$ cat src/rtl/wb_stage_ext.sv
// Writeback stage: registers the MEM->WB payload, selects and extends writeback data,
// drives the register-file write port, eret_w, and a retired-instruction counter.
module wb_stage_ext #(
    parameter int DATA_W = 32,
    parameter int REG_AW = 5,
    parameter int CNT_W  = 32
) (
    input  logic              clk,
    input  logic              reset,
    input  logic              stall_w,
    input  logic              flush_w,
    input  logic              m_valid,
    input  logic [DATA_W-1:0] m_pc4,
    input  logic [DATA_W-1:0] m_alu,
    input  logic [DATA_W-1:0] m_dm,
    input  logic [REG_AW-1:0] m_a3,
    input  logic              m_regwrite,
    input  logic [1:0]        m_wbsel,
    input  logic [2:0]        m_ldtype,
    input  logic              m_eret,
    output logic              w_valid,
    output logic              w_regwrite,
    output logic [REG_AW-1:0] w_a3,
    output logic [DATA_W-1:0] w_wd,
    output logic [DATA_W-1:0] w_pc4,
    output logic              eret_w,
    output logic [CNT_W-1:0]  retired_cnt
);

    typedef enum logic [1:0] {
        WB_ALU = 2'd0,
        WB_DM  = 2'd1,
        WB_PC8 = 2'd2,
        WB_RSV = 2'd3
    } wbsel_e;

    typedef enum logic [2:0] {
        LD_W  = 3'd0,
        LD_B  = 3'd1,
        LD_BU = 3'd2,
        LD_H  = 3'd3,
        LD_HU = 3'd4
    } ldtype_e;

    logic              valid_q;
    logic              regwrite_q;
    logic              eret_q;
    logic [REG_AW-1:0] a3_q;
    logic [DATA_W-1:0] pc4_q;
    logic [DATA_W-1:0] alu_q;
    logic [DATA_W-1:0] dm_q;
    wbsel_e            wbsel_q;
    logic [2:0]        ldtype_q;
    logic [CNT_W-1:0]  cnt_q;

    // NOTE: async reset sits in the sensitivity list so outputs clear immediately, not at the next edge.
    always_ff @(posedge clk or posedge reset) begin
        if (reset) begin
            valid_q    <= 1'b0;
            regwrite_q <= 1'b0;
            eret_q     <= 1'b0;
            a3_q       <= '0;
            pc4_q      <= '0;
            alu_q      <= '0;
            dm_q       <= '0;
            wbsel_q    <= WB_ALU;
            ldtype_q   <= '0;
        end else if (flush_w) begin
            valid_q    <= 1'b0;
            regwrite_q <= 1'b0;
            eret_q     <= 1'b0;
            a3_q       <= '0;
            pc4_q      <= '0;
            alu_q      <= '0;
            dm_q       <= '0;
            wbsel_q    <= WB_ALU;
            ldtype_q   <= '0;
        end else if (!stall_w) begin
            valid_q    <= m_valid;
            regwrite_q <= m_regwrite;
            eret_q     <= m_eret;
            a3_q       <= m_a3;
            pc4_q      <= m_pc4;
            alu_q      <= m_alu;
            dm_q       <= m_dm;
            wbsel_q    <= wbsel_e'(m_wbsel);
            ldtype_q   <= m_ldtype;
        end
    end

    // An instruction retires when it leaves W; a flush in the same cycle does not cancel that.
    always_ff @(posedge clk or posedge reset) begin
        if (reset) begin
            cnt_q <= '0;
        end else if (valid_q && !stall_w) begin
            cnt_q <= cnt_q + CNT_W'(1);
        end
    end

    logic [7:0]        ld_byte;
    logic [15:0]       ld_half;
    logic [DATA_W-1:0] ld_data;
    logic [DATA_W-1:0] wd;

    // NOTE: every combinational output gets a default first so no path can infer a latch.
    always_comb begin
        ld_byte = dm_q[7:0];
        unique case (alu_q[1:0])
            2'd0: ld_byte = dm_q[7:0];
            2'd1: ld_byte = dm_q[15:8];
            2'd2: ld_byte = dm_q[23:16];
            2'd3: ld_byte = dm_q[31:24];
        endcase
        // offset[0] is ignored for halfwords; misalignment is trapped upstream
        ld_half = alu_q[1] ? dm_q[31:16] : dm_q[15:0];

        ld_data = dm_q;
        case (ldtype_q)
            LD_B:    ld_data = {{(DATA_W-8){ld_byte[7]}}, ld_byte};
            LD_BU:   ld_data = {{(DATA_W-8){1'b0}}, ld_byte};
            LD_H:    ld_data = {{(DATA_W-16){ld_half[15]}}, ld_half};
            LD_HU:   ld_data = {{(DATA_W-16){1'b0}}, ld_half};
            default: ld_data = dm_q;
        endcase

        wd = '0;
        unique case (wbsel_q)
            WB_ALU: wd = alu_q;
            WB_DM:  wd = ld_data;
            WB_PC8: wd = pc4_q + DATA_W'(4);
            WB_RSV: wd = '0;
        endcase
    end

    assign w_valid     = valid_q;
    assign w_regwrite  = valid_q & regwrite_q & (a3_q != '0);
    assign w_a3        = a3_q;
    assign w_wd        = wd;
    assign w_pc4       = pc4_q;
    assign eret_w      = valid_q & eret_q;
    assign retired_cnt = cnt_q;

endmodule
$ cat config.mk
export PLATFORM = sky130hd
export DESIGN_NAME = wb_stage_ext
export DESIGN_NICKNAME = d
export VERILOG_FILES = /design/src/rtl/wb_stage_ext.sv
export SDC_FILE = /design/constraint.sdc
export NUM_CORES = 1
export LEC_CHECK = 0
export ABC_AREA = 1
export BUFFER_PORTS_ARGS = -buffer_cell sky130_fd_sc_hd__buf_2
export CORE_MARGIN = 8
export CORE_UTILIZATION = 49
export CTS_CLUSTER_DIAMETER = 50
export DETAILED_ROUTE_END_ITERATION = 8
export PLACE_DENSITY = 0.79
export SLEW_MARGIN = 20
export SYNTH_ARGS = -nofsm -noshare
export SYNTH_HDL_FRONTEND = slang
export SYNTH_SLANG_ARGS = --single-unit
$ cat constraint.sdc
create_clock -name clk -period 4.4 [get_ports clk]
set_clock_uncertainty 0.05 [all_clocks]
set_input_delay 0.22 -clock clk [delete_from_list [all_inputs] [get_ports clk]]
set_output_delay 0.22 -clock clk [all_outputs]
set_load 0.005 [all_outputs]
==> metrics.cfg <==
[route]
drt_iter0_drc = 929
viasPerCell = 5.59
wl_um = 31000
wl_per_cell_um = 18.4
vias = 9398
firstDrtPassIters = 6
drc = 0
postRouteAntennaNets = 0

[timing]
setup_tns_ps = 0
maxSlewHeadroom = 0.297
worst_hold_slack_ps = -6.45
final_max_slew_viol_count = 0
finalHoldViolations = 1
worstMarginPinSlew_ps = 1050
rsz0062_at_grt = no
period_needed_ps = 2730
max_freq_mhz = 367
period_share = 0.620
setup_viol = 0

[final_layout]
final_cells = 1682
layout.nets = 1562
n_fill_cell = 1451
drive_above_1_share = 0.196
syn_to_final_growth_pct = 32.9
final_common_cell = nand2_1
layout_common_cells = nand2_1, nand3_1, buf_2

[yosys]
syn_inst = 1173
ys_warn_count = 0
synth_seq_cells = 141
synth_area_per_cell_um2 = 7.01
synth.largest_area_cell = dfrtp_1
seq_area_frac_synth = 0.429
synthTopCellsByArea = dfrtp_1, nand2_1, nand3_1, o21ai_0, inv_1
netlist_area_um2 = 8230
netlist.area_leader.share = 0.429
syn-num-nets = 1288
yosysUniqueCellTypes = 33

[place]
numPortBuffers = 216
hpwl_um = 22200
place_inst = 1564
gp_congestion = 1.01

[floorplan]
dieArea_um2 = 21200
fp.dieW_um = 146
core_um2 = 16500
dieHeight_um = 146
num_io_pins = 217
placementRows = 47
start_util = 0.498

[global_route]
grtUsageTotal = 0.291
grt_overflow = 0
antenna_found_initial = 2
grt_pass1_wl_um = 49400
grt_pass1_vias = 9111
grt_max_degree = 112

[min_path]
hp-class = input pin to register

[cts]
cts_made_buffers = 17
cts_max_level = 4
clock-sinks = 141
root_buffer = clkbuf_16
clock_latency_ps = 430
cts_max_path_buffers = 2
clk_pin_slew_worst_paths_ps = 60
cts_tree = done

[power_and_ir_drop]
p_leak_nw = 5.43
power_density_nw_per_um2 = 333
max-vdd-ir-drop_mv = 0.293

[critical_path]
cp.arrival_ps = 2460
path_max_fanout = 28
path_class = register to primary output
cp-end-kind = primary output
cp-start-kind = register
crit_required_ps = 4130

[outcome]
run_status = complete, but fails checks
failed_checks = negative hold slack

[flow_run]
maxCapViolCount = 0

Yosys cell counts:
library cell,number
nor4_1,2
xnor2_1,12
buf_1,9
nand3_1,230
nand3b_1,4
nor3_1,3
buf_4,1
o21ai_0,97
a21oi_1,36
nor3_2,1
inv_1,105
nand4_1,9
clkbuf_4,2
clkinv_1,2
inv_2,5
nor2_1,82
buf_6,4
ha_1,2
o22ai_1,3
nand3_4,1
nand2_4,1
xor2_1,9
a22oi_1,1
o311ai_0,1
o211ai_1,7
dfrtp_1,141
nand2_2,6
nor2_4,4
nand3_2,3
nor2_2,5
clkbuf_1,28
buf_2,11
nand2_1,346
metrics by stage:
stage	utilization	power, mW	worst slack [ps]	cell area (um^2)	hold WS (ps)
finish	0.661	3.64	1670	10900	-6.45
global route	0.661	3.78	1560	10900	6.83
CTS	0.658	3.63	1730	10900	0.0175
detailed placement	0.570	1.99	1780	9410	399
global placement	0.569	1.98	1900	9410	399
floorplan	-	1.75	349	8230	309
report_power, final:
part | switching (mW) | internal [mW]
Clock | 0.564 | 1.03
Combinational | 0.355 | 0.233
Sequential | 0.0837 | 1.37
worst paths after layout:
| path | slack (ps) | startpoint | end | cells past startpoint |
|---|---|---|---|---|
| max reg2reg | 2630 | retired_cnt[0]$_DFFE_PP0P_ | retired_cnt[20]$_DFFE_PP0P_ | 8 |
| min reg2reg | 440 | retired_cnt[31]$_DFFE_PP0P_ | retired_cnt[31]$_DFFE_PP0P_ | 2 |
| min in group asynchronous | 300 | reset | eret_q$_DFFE_PP0P_ | 3 |
| min | -6 | m_dm[18] | dm_q[18]$_DFFE_PP0P_ | 3 |
| max in group asynchronous | 3280 | reset | w_pc4[14]$_DFFE_PP0P_ | 4 |
| max | 1670 | alu_q[1]$_DFFE_PP0P_ | w_wd[30] | 10 |
cell type report:
type | count | area [um^2] | share of cell area
Tap cell | 220 | 275 | 0.0252
Timing Repair Buffer | 310 | 2020 | 0.185
Sequential cell | 141 | 3530 | 0.323
Antenna cell | 3 | 7.51 | 0.000687
Inverter | 112 | 427 | 0.0390
Clock buffer | 20 | 457 | 0.0418
Clock inverter | 11 | 190 | 0.0174
Multi-Input combinational cell | 865 | 4030 | 0.368
cells by family after synthesis:
| group | share of synthesized area |
|---|---|
| AND/OR/NAND/NOR | 0.371 |
| buffers and inverters | 0.0829 |
| AO/OA/AOI/OAI | 0.0916 |
| flip-flops | 0.429 |
| XOR/XNOR | 0.0224 |
| adder cells (fa/ha/maj) | 0.00304 |
flip-flops by register name, indices dropped and copies added, names as in the netlist, 2 cells and up:
signal       flops
w_a3             5
dm_q            32
w_pc4           32
ldtype_q         3
retired_cnt     32
alu_q           32
wbsel_q          2
worst max-delay path: stages (launching register included):
cell	delay, ps
dfrtp_1	330
buf_4	300
inv_2	190
nand2_1	100
nand2_1	60
nand2_1	90
nand3_2	220
nand3_4	270
nand3_1	110
nand3_1	190
buf_2	140
layer usage:
layer	GRT usage	vias up	wire length, um
met4	0.140	0	1370
met2	0.447	558	14000
li1	-	4380	-
met1	0.373	4366	12600
met3	0.0808	94	3070
met5	0	-	0
timing repair:
item | 4_1_cts | 5_1_grt
hold endpoints to repair | 82 | 30
resized for setup | 0 | 0
hold buffers | 82 | 1
setup buffers | 0 | 0
(Power assumes the default switching activity.)
